[config.mk]
export PLATFORM = sky130hd
export DESIGN_NAME = alu_scoreboard
export DESIGN_NICKNAME = d
export VERILOG_FILES = /design/src/rtl/alu_scoreboard.sv
export SDC_FILE = /design/constraint.sdc
export NUM_CORES = 1
export LEC_CHECK = 0
export ABC_CLOCK_PERIOD_IN_PS = 2940
export CAP_MARGIN = 30
export CORE_MARGIN = 4
export CORE_UTILIZATION = 45
export DETAILED_ROUTE_END_ITERATION = 16
export PLACE_DENSITY_LB_ADDON = 0.1
export SETUP_SLACK_MARGIN = 0.05
export SKIP_CTS_REPAIR_TIMING = 1
export SYNTH_ARGS = -nofsm -noshare
export SYNTH_HDL_FRONTEND = slang
export SYNTH_SLANG_ARGS = --single-unit
[constraint.sdc]
create_clock -name clk -period 2.94 [get_ports clk]
set_clock_uncertainty 0.2 [all_clocks]
set_input_delay 0.588 -clock clk [delete_from_list [all_inputs] [get_ports clk]]
set_output_delay 0.588 -clock clk [all_outputs]
set_load 0.03 [all_outputs]
[src/rtl/alu_scoreboard.sv]
// ALU result scoreboard: queues golden results from expected records, checks observed results in order.
// Optional build macro ALU_SB_STOP_ON_FAIL_EN freezes all checking after the first failure.
module alu_scoreboard #(
  parameter int DEPTH = 4,
  parameter int CNT_W = 16
) (
  input  logic                     clk,
  input  logic                     rst_n,
  input  logic                     clear,
  input  logic                     exp_valid,
  output logic                     exp_ready,
  input  logic [31:0]              exp_a,
  input  logic [31:0]              exp_b,
  input  logic [3:0]               exp_op,
  input  logic                     obs_valid,
  input  logic [31:0]              obs_result,
  input  logic                     obs_zero,
  output logic [CNT_W-1:0]         pass_cnt,
  output logic [CNT_W-1:0]         fail_cnt,
  output logic [CNT_W-1:0]         skip_cnt,
  output logic                     mismatch,
  output logic                     underflow,
  output logic [3:0]               first_op,
  output logic [31:0]              first_exp,
  output logic [31:0]              first_obs,
  output logic [$clog2(DEPTH):0]   level
);

  localparam int PW = $clog2(DEPTH);
  localparam int LW = PW + 1;
  localparam int EW = 38;

  logic [EW-1:0]    mem [DEPTH];
  logic [PW-1:0]    wr_ptr_q, wr_ptr_d, rd_ptr_q, rd_ptr_d;
  logic [LW-1:0]    level_q, level_d;
  logic [CNT_W-1:0] pass_q, pass_d, fail_q, fail_d, skip_q, skip_d;
  logic             mismatch_q, mismatch_d, underflow_q, underflow_d;
  logic [3:0]       first_op_q, first_op_d;
  logic [31:0]      first_exp_q, first_exp_d, first_obs_q, first_obs_d;

  logic [31:0] gold;
  logic        gold_skip;
  logic        full, empty, frozen;
  logic        push, pop, udf;
  logic [EW-1:0] head;
  logic [31:0] head_gold;
  logic        head_zero, head_skip, hit;
  logic [3:0]  head_op;
  logic        do_pass, do_fail, do_skip;

  function automatic logic [CNT_W-1:0] sat_inc(input logic [CNT_W-1:0] v);
    return (&v) ? v : v + CNT_W'(1);
  endfunction

  always_comb begin
    gold      = 32'd0;
    gold_skip = 1'b0;
    case (exp_op)
      4'b0000: gold = exp_a + exp_b;
      4'b0001: gold = exp_a - exp_b;
      4'b0010: gold = exp_a & exp_b;
      4'b0011: gold = exp_a | exp_b;
      4'b0101: gold = {31'd0, ($signed(exp_a) < $signed(exp_b))};
      default: gold_skip = 1'b1;
    endcase
  end

`ifdef ALU_SB_STOP_ON_FAIL_EN
  assign frozen = mismatch_q;
`else
  assign frozen = 1'b0;
`endif

  // exp_ready is derived from registered level only, so a same-cycle pop never opens it early
  assign full      = (level_q == LW'(DEPTH));
  assign empty     = (level_q == '0);
  assign exp_ready = ~full & ~frozen;

  assign push = exp_valid & exp_ready & ~clear;
  assign pop  = obs_valid & ~empty & ~frozen & ~clear;
  assign udf  = obs_valid &  empty & ~frozen & ~clear;

  assign head      = mem[rd_ptr_q];
  assign head_gold = head[37:6];
  assign head_zero = head[5];
  assign head_op   = head[4:1];
  assign head_skip = head[0];
  assign hit       = (obs_result == head_gold) && (obs_zero == head_zero);

  assign do_pass = pop & ~head_skip &  hit;
  assign do_fail = pop & ~head_skip & ~hit;
  assign do_skip = pop &  head_skip;

  always_comb begin
    wr_ptr_d    = wr_ptr_q;
    rd_ptr_d    = rd_ptr_q;
    level_d     = level_q;
    pass_d      = pass_q;
    fail_d      = fail_q;
    skip_d      = skip_q;
    mismatch_d  = mismatch_q;
    underflow_d = underflow_q;
    first_op_d  = first_op_q;
    first_exp_d = first_exp_q;
    first_obs_d = first_obs_q;
    if (clear) begin
      wr_ptr_d    = '0;
      rd_ptr_d    = '0;
      level_d     = '0;
      pass_d      = '0;
      fail_d      = '0;
      skip_d      = '0;
      mismatch_d  = 1'b0;
      underflow_d = 1'b0;
      first_op_d  = '0;
      first_exp_d = '0;
      first_obs_d = '0;
    end else begin
      if (push) wr_ptr_d = wr_ptr_q + PW'(1);
      if (pop)  rd_ptr_d = rd_ptr_q + PW'(1);
      case ({push, pop})
        2'b10:   level_d = level_q + LW'(1);
        2'b01:   level_d = level_q - LW'(1);
        default: level_d = level_q;
      endcase
      if (do_pass) pass_d = sat_inc(pass_q);
      if (do_skip) skip_d = sat_inc(skip_q);
      if (udf)     underflow_d = 1'b1;
      if (do_fail) begin
        fail_d     = sat_inc(fail_q);
        mismatch_d = 1'b1;
        if (!mismatch_q) begin
          first_op_d  = head_op;
          first_exp_d = head_gold;
          first_obs_d = obs_result;
        end
      end
    end
  end

  always_ff @(posedge clk) begin
    if (push) mem[wr_ptr_q] <= {gold, (gold == 32'd0), exp_op, gold_skip};
  end

  always_ff @(posedge clk or negedge rst_n) begin
    if (!rst_n) begin
      wr_ptr_q    <= '0;
      rd_ptr_q    <= '0;
      level_q     <= '0;
      pass_q      <= '0;
      fail_q      <= '0;
      skip_q      <= '0;
      mismatch_q  <= 1'b0;
      underflow_q <= 1'b0;
      first_op_q  <= '0;
      first_exp_q <= '0;
      first_obs_q <= '0;
    end else begin
      wr_ptr_q    <= wr_ptr_d;
      rd_ptr_q    <= rd_ptr_d;
      level_q     <= level_d;
      pass_q      <= pass_d;
      fail_q      <= fail_d;
      skip_q      <= skip_d;
      mismatch_q  <= mismatch_d;
      underflow_q <= underflow_d;
      first_op_q  <= first_op_d;
      first_exp_q <= first_exp_d;
      first_obs_q <= first_obs_d;
    end
  end

  assign pass_cnt  = pass_q;
  assign fail_cnt  = fail_q;
  assign skip_cnt  = skip_q;
  assign mismatch  = mismatch_q;
  assign underflow = underflow_q;
  assign first_op  = first_op_q;
  assign first_exp = first_exp_q;
  assign first_obs = first_obs_q;
  assign level     = level_q;

endmodule

==> results of run 1 <==
## worst paths after layout
kind	start	endpoint	slack [ns]	cells after the start
setup / recovery	exp_a[0]	mem[1][5]	-0.92	16
hold / removal	first_obs[20]	first_obs[20]	0.29	2
setup reg to reg	rd_ptr_q[0]	first_exp[7]	-0.57	14
hold reg to reg	first_obs[20]	first_obs[20]	0.29	2
max in group asynchronous	rst_n	fail_cnt[2]	1.41	3
min in group asynchronous	rst_n	pass_cnt[4]	0.44	2
## stage by stage
stage / power [mW] / hold WS [ns]
final: 14.0 / 0.287
after global routing: 14.6 / 0.307
after CTS: 13.2 / -0.0995
after detailed placement: 9.82 / 0.270
after global placement: 9.74 / 0.259
after floorplan: 7.50 / 0.0924
## layer usage
layer | vias to the layer above | share of wire
met1 | 7897 | 0.42
met4 | 0 | 0.022
met2 | 496 | 0.50
li1 | 7624 | -
met5 | - | 0
met3 | 84 | 0.055
## power breakdown
| part | leakage [nW] | total (mW) | switching, mW | internal [mW] |
|---|---|---|---|---|
| Sequential | 3.07 | 4.80 | 0.277 | 4.52 |
| Clock | 0.403 | 3.40 | 1.40 | 2.01 |
| Combinational | 8.16 | 5.82 | 2.96 | 2.86 |
## critical path, delay by kind of cell
| family | cells | cell delay [ns] |
|---|---|---|
| adders and majority gates | 2 | 0.47 |
| and+or+nand+nor | 4 | 0.82 |
| muxes | 1 | 0.29 |
| buffers and inverters | 4 | 0.30 |
| AOI/OAI and AO/OA | 5 | 1.55 |
## cells in the final DEF, fill, tap and decap left out, types with 12 or more instances in the layout
cell,netlist,routed
a211oi_1,24,20
xor2_1,26,26
buf_12,0,16
or3_1,24,21
nand4_1,27,27
a21oi_1,84,64
inv_1,113,60
nand3_1,29,22
and3_1,16,13
buf_4,5,450
mux4_2,39,39
ha_1,113,81
xnor2_1,53,46
o21ai_1,8,36
nor3_1,40,35
a21oi_2,2,12
nand2_2,0,32
and2_1,13,12
a31oi_1,16,13
nand2_1,233,179
inv_2,3,48
clkdlybuf4s50_1,0,172
buf_8,0,14
o31ai_1,20,12
o21ai_2,0,35
a21o_1,15,15
dlymetal6s2s_1,0,49
clkbuf_16,0,34
o211ai_1,25,25
ha_4,0,27
dfrtp_1,125,124
nand2_4,0,22
nor2_1,144,138
buf_6,2,29
edfxtp_1,152,152
o21ai_0,108,42
## cell families (layout without fill, tap and decap cells)
| kind of cell | Yosys count | in the layout |
|---|---|---|
| XOR/XNOR | 79 | 79 |
| buffers and inverters | 204 | 904 |
| multiplexers | 54 | 54 |
| flip-flops | 277 | 277 |
| adder cells (fa/ha/maj) | 116 | 116 |
| AO/OA/AOI/OAI | 403 | 403 |
| AND/OR/NAND/NOR | 594 | 594 |
## state kept, by name, summed over array words and instances (netlist names)
register	count
first_obs	32
rd_ptr_q	2
mem	152
pass_cnt	16
skip_cnt	16
level	3
first_op	4
underflow	1
mismatch	1
fail_cnt	16
first_exp	32
wr_ptr_q	2
## layout make-up
cell class                      count  area [µm²]
Fill cell                        2801       10800
Multi-Input combinational cell   1246       10300
Sequential cell                   277        7690
Timing Repair Buffer              744        6830
Clock buffer                       29         641
Tap cell                          511         639
Inverter                          116         475
Clock inverter                     15         210
==> qor.yml, run 1 <==
status: "finished, violations left"
violations: "setup timing"
crit_required_ns: 3.11
hpwl_um: 44200
worstSetupPathType: "in -> reg"
grt.overflow.total: 0
hold_viol_final: 0
yosys.area_share.simple: 0.161
io_buffer_count: 227
wl_per_cell_um: 19.8
core_region_area_mm2: 0.0376
cp-start-kind: "input port"
antenna_found_initial: 0
pwr_density_cell_mw_per_mm2: 524
synth.ff_latch_count: 277
async_flop_share: 0.451
cts_made_buffers: 25
synth-edff-count: 152
synthTopCellsByCount: "nand2_1 (233), edfxtp_1 (152), nor2_1 (144)"
grt_use_met1: 0.354
clock_latency_ns: 0.51
path_clk_slew_ns: 0.07
dieArea_mm2: 0.0413
maxSlewViolCount: 0
use_met2: 0.444
relSlewSlack: 0.448
num_vias: 16100
leakage_nw: 11.6
dp_cells: 2841
yosysMostFrequentCell: "nand2_1"
postSynthCellCount: 1727
drt_iter0_drc: 1050
htree_levels: 1
place_congestion: 0.922
grt_max_degree: 59
peakVddDrop_mv: 0.391
yosys-top-cells-area: "edfxtp_1 (27%), dfrtp_1 (18%), ha_1 (8.3%)"
synth-compound-area-share: 0.155
core.rowCount: 71
period_share: 1.31
placed_area_mm2: 0.0238
drive_gt1_frac: 0.379
ys_warn_count: 0
dp_slack_ns: -1.92
final_util: 0.712
n_antenna_cell: 0
crit_path_cell_trace: "buf_6, buf_6, inv_12, ha_4, inv_2, fa_2, nor2b_4, o311ai_4, a31oi_2, a211o_1, nand3_2, mux2_4, a221o_1, a211o_1, nor4_2, and4b_2"
synthMuxAreaShare: 0.0603
clockBufferDepth: 3
netlist.area_leader.share: 0.266
fin_crit_ns: 3.86
vias_per_cell: 5.48
synthAdderAreaFrac: 0.0860
cap_violations: 0
grt_pass1_vias: 15500
initial_core_util: 0.456
drc_errors: 0
fin_area_mm2: 0.0268
critPathMaxFanout: 4
max_stage_delay_ns: 0.38
grt_first_pass_wirelength_um: 85300
cts_root_buf: "clkbuf_16"
die_w_um: 203
worstPathArrival_ns: 4.02
synth_xor_area_frac: 0.0404
firstDrtPassIters: 5
rsz0062_at_grt: "true"
track_usage: 0.256
seq_area_frac_synth: 0.449
cts_sinks: 277
instances_no_fill: 2938
antenna_left: 0
yosys.area.top_type: "edfxtp_1"
dieHeight_um: 203
avgSynthCellArea_um2: 9.92
routed_wl_um: 58100
area_delta_synth_final_pct: 56.2
worst_pin_slew_ns: 0.826
synth_nets: 1949
synth_cell_types: 81
netlist_area_mm2: 0.0171
critPathCaptureType: "flop"
busiest_layer: "met2"
fin_ws_ns: -0.918
setup_violations: 164
synth_top_family_by_area: "simple AND/OR/NAND/NOR gates"
tns_ns: -64.03
cts_tree: "built"
slowest_stage: "a211o_1"
io_pins: 228
max_freq_mhz: 259
fin_nets: 2632
yosys_most_used_dff: "edfxtp_1"
min_path_type: "reg -> reg"
grt_util_met3: 0.0264
(Power assumes the default switching activity.)
==> run 2: changes to the inputs <==
--- a/config.mk
+++ b/config.mk
@@ -13,6 +13,7 @@
 export PLACE_DENSITY_LB_ADDON = 0.1
 export SETUP_SLACK_MARGIN = 0.05
 export SKIP_CTS_REPAIR_TIMING = 1
+export SLEW_MARGIN = 20
 export SYNTH_ARGS = -nofsm -noshare
 export SYNTH_HDL_FRONTEND = slang
 export SYNTH_SLANG_ARGS = --single-unit
==> results of run 2 <==
No change in the layout: final DEF, timing and power equal those of run 1.
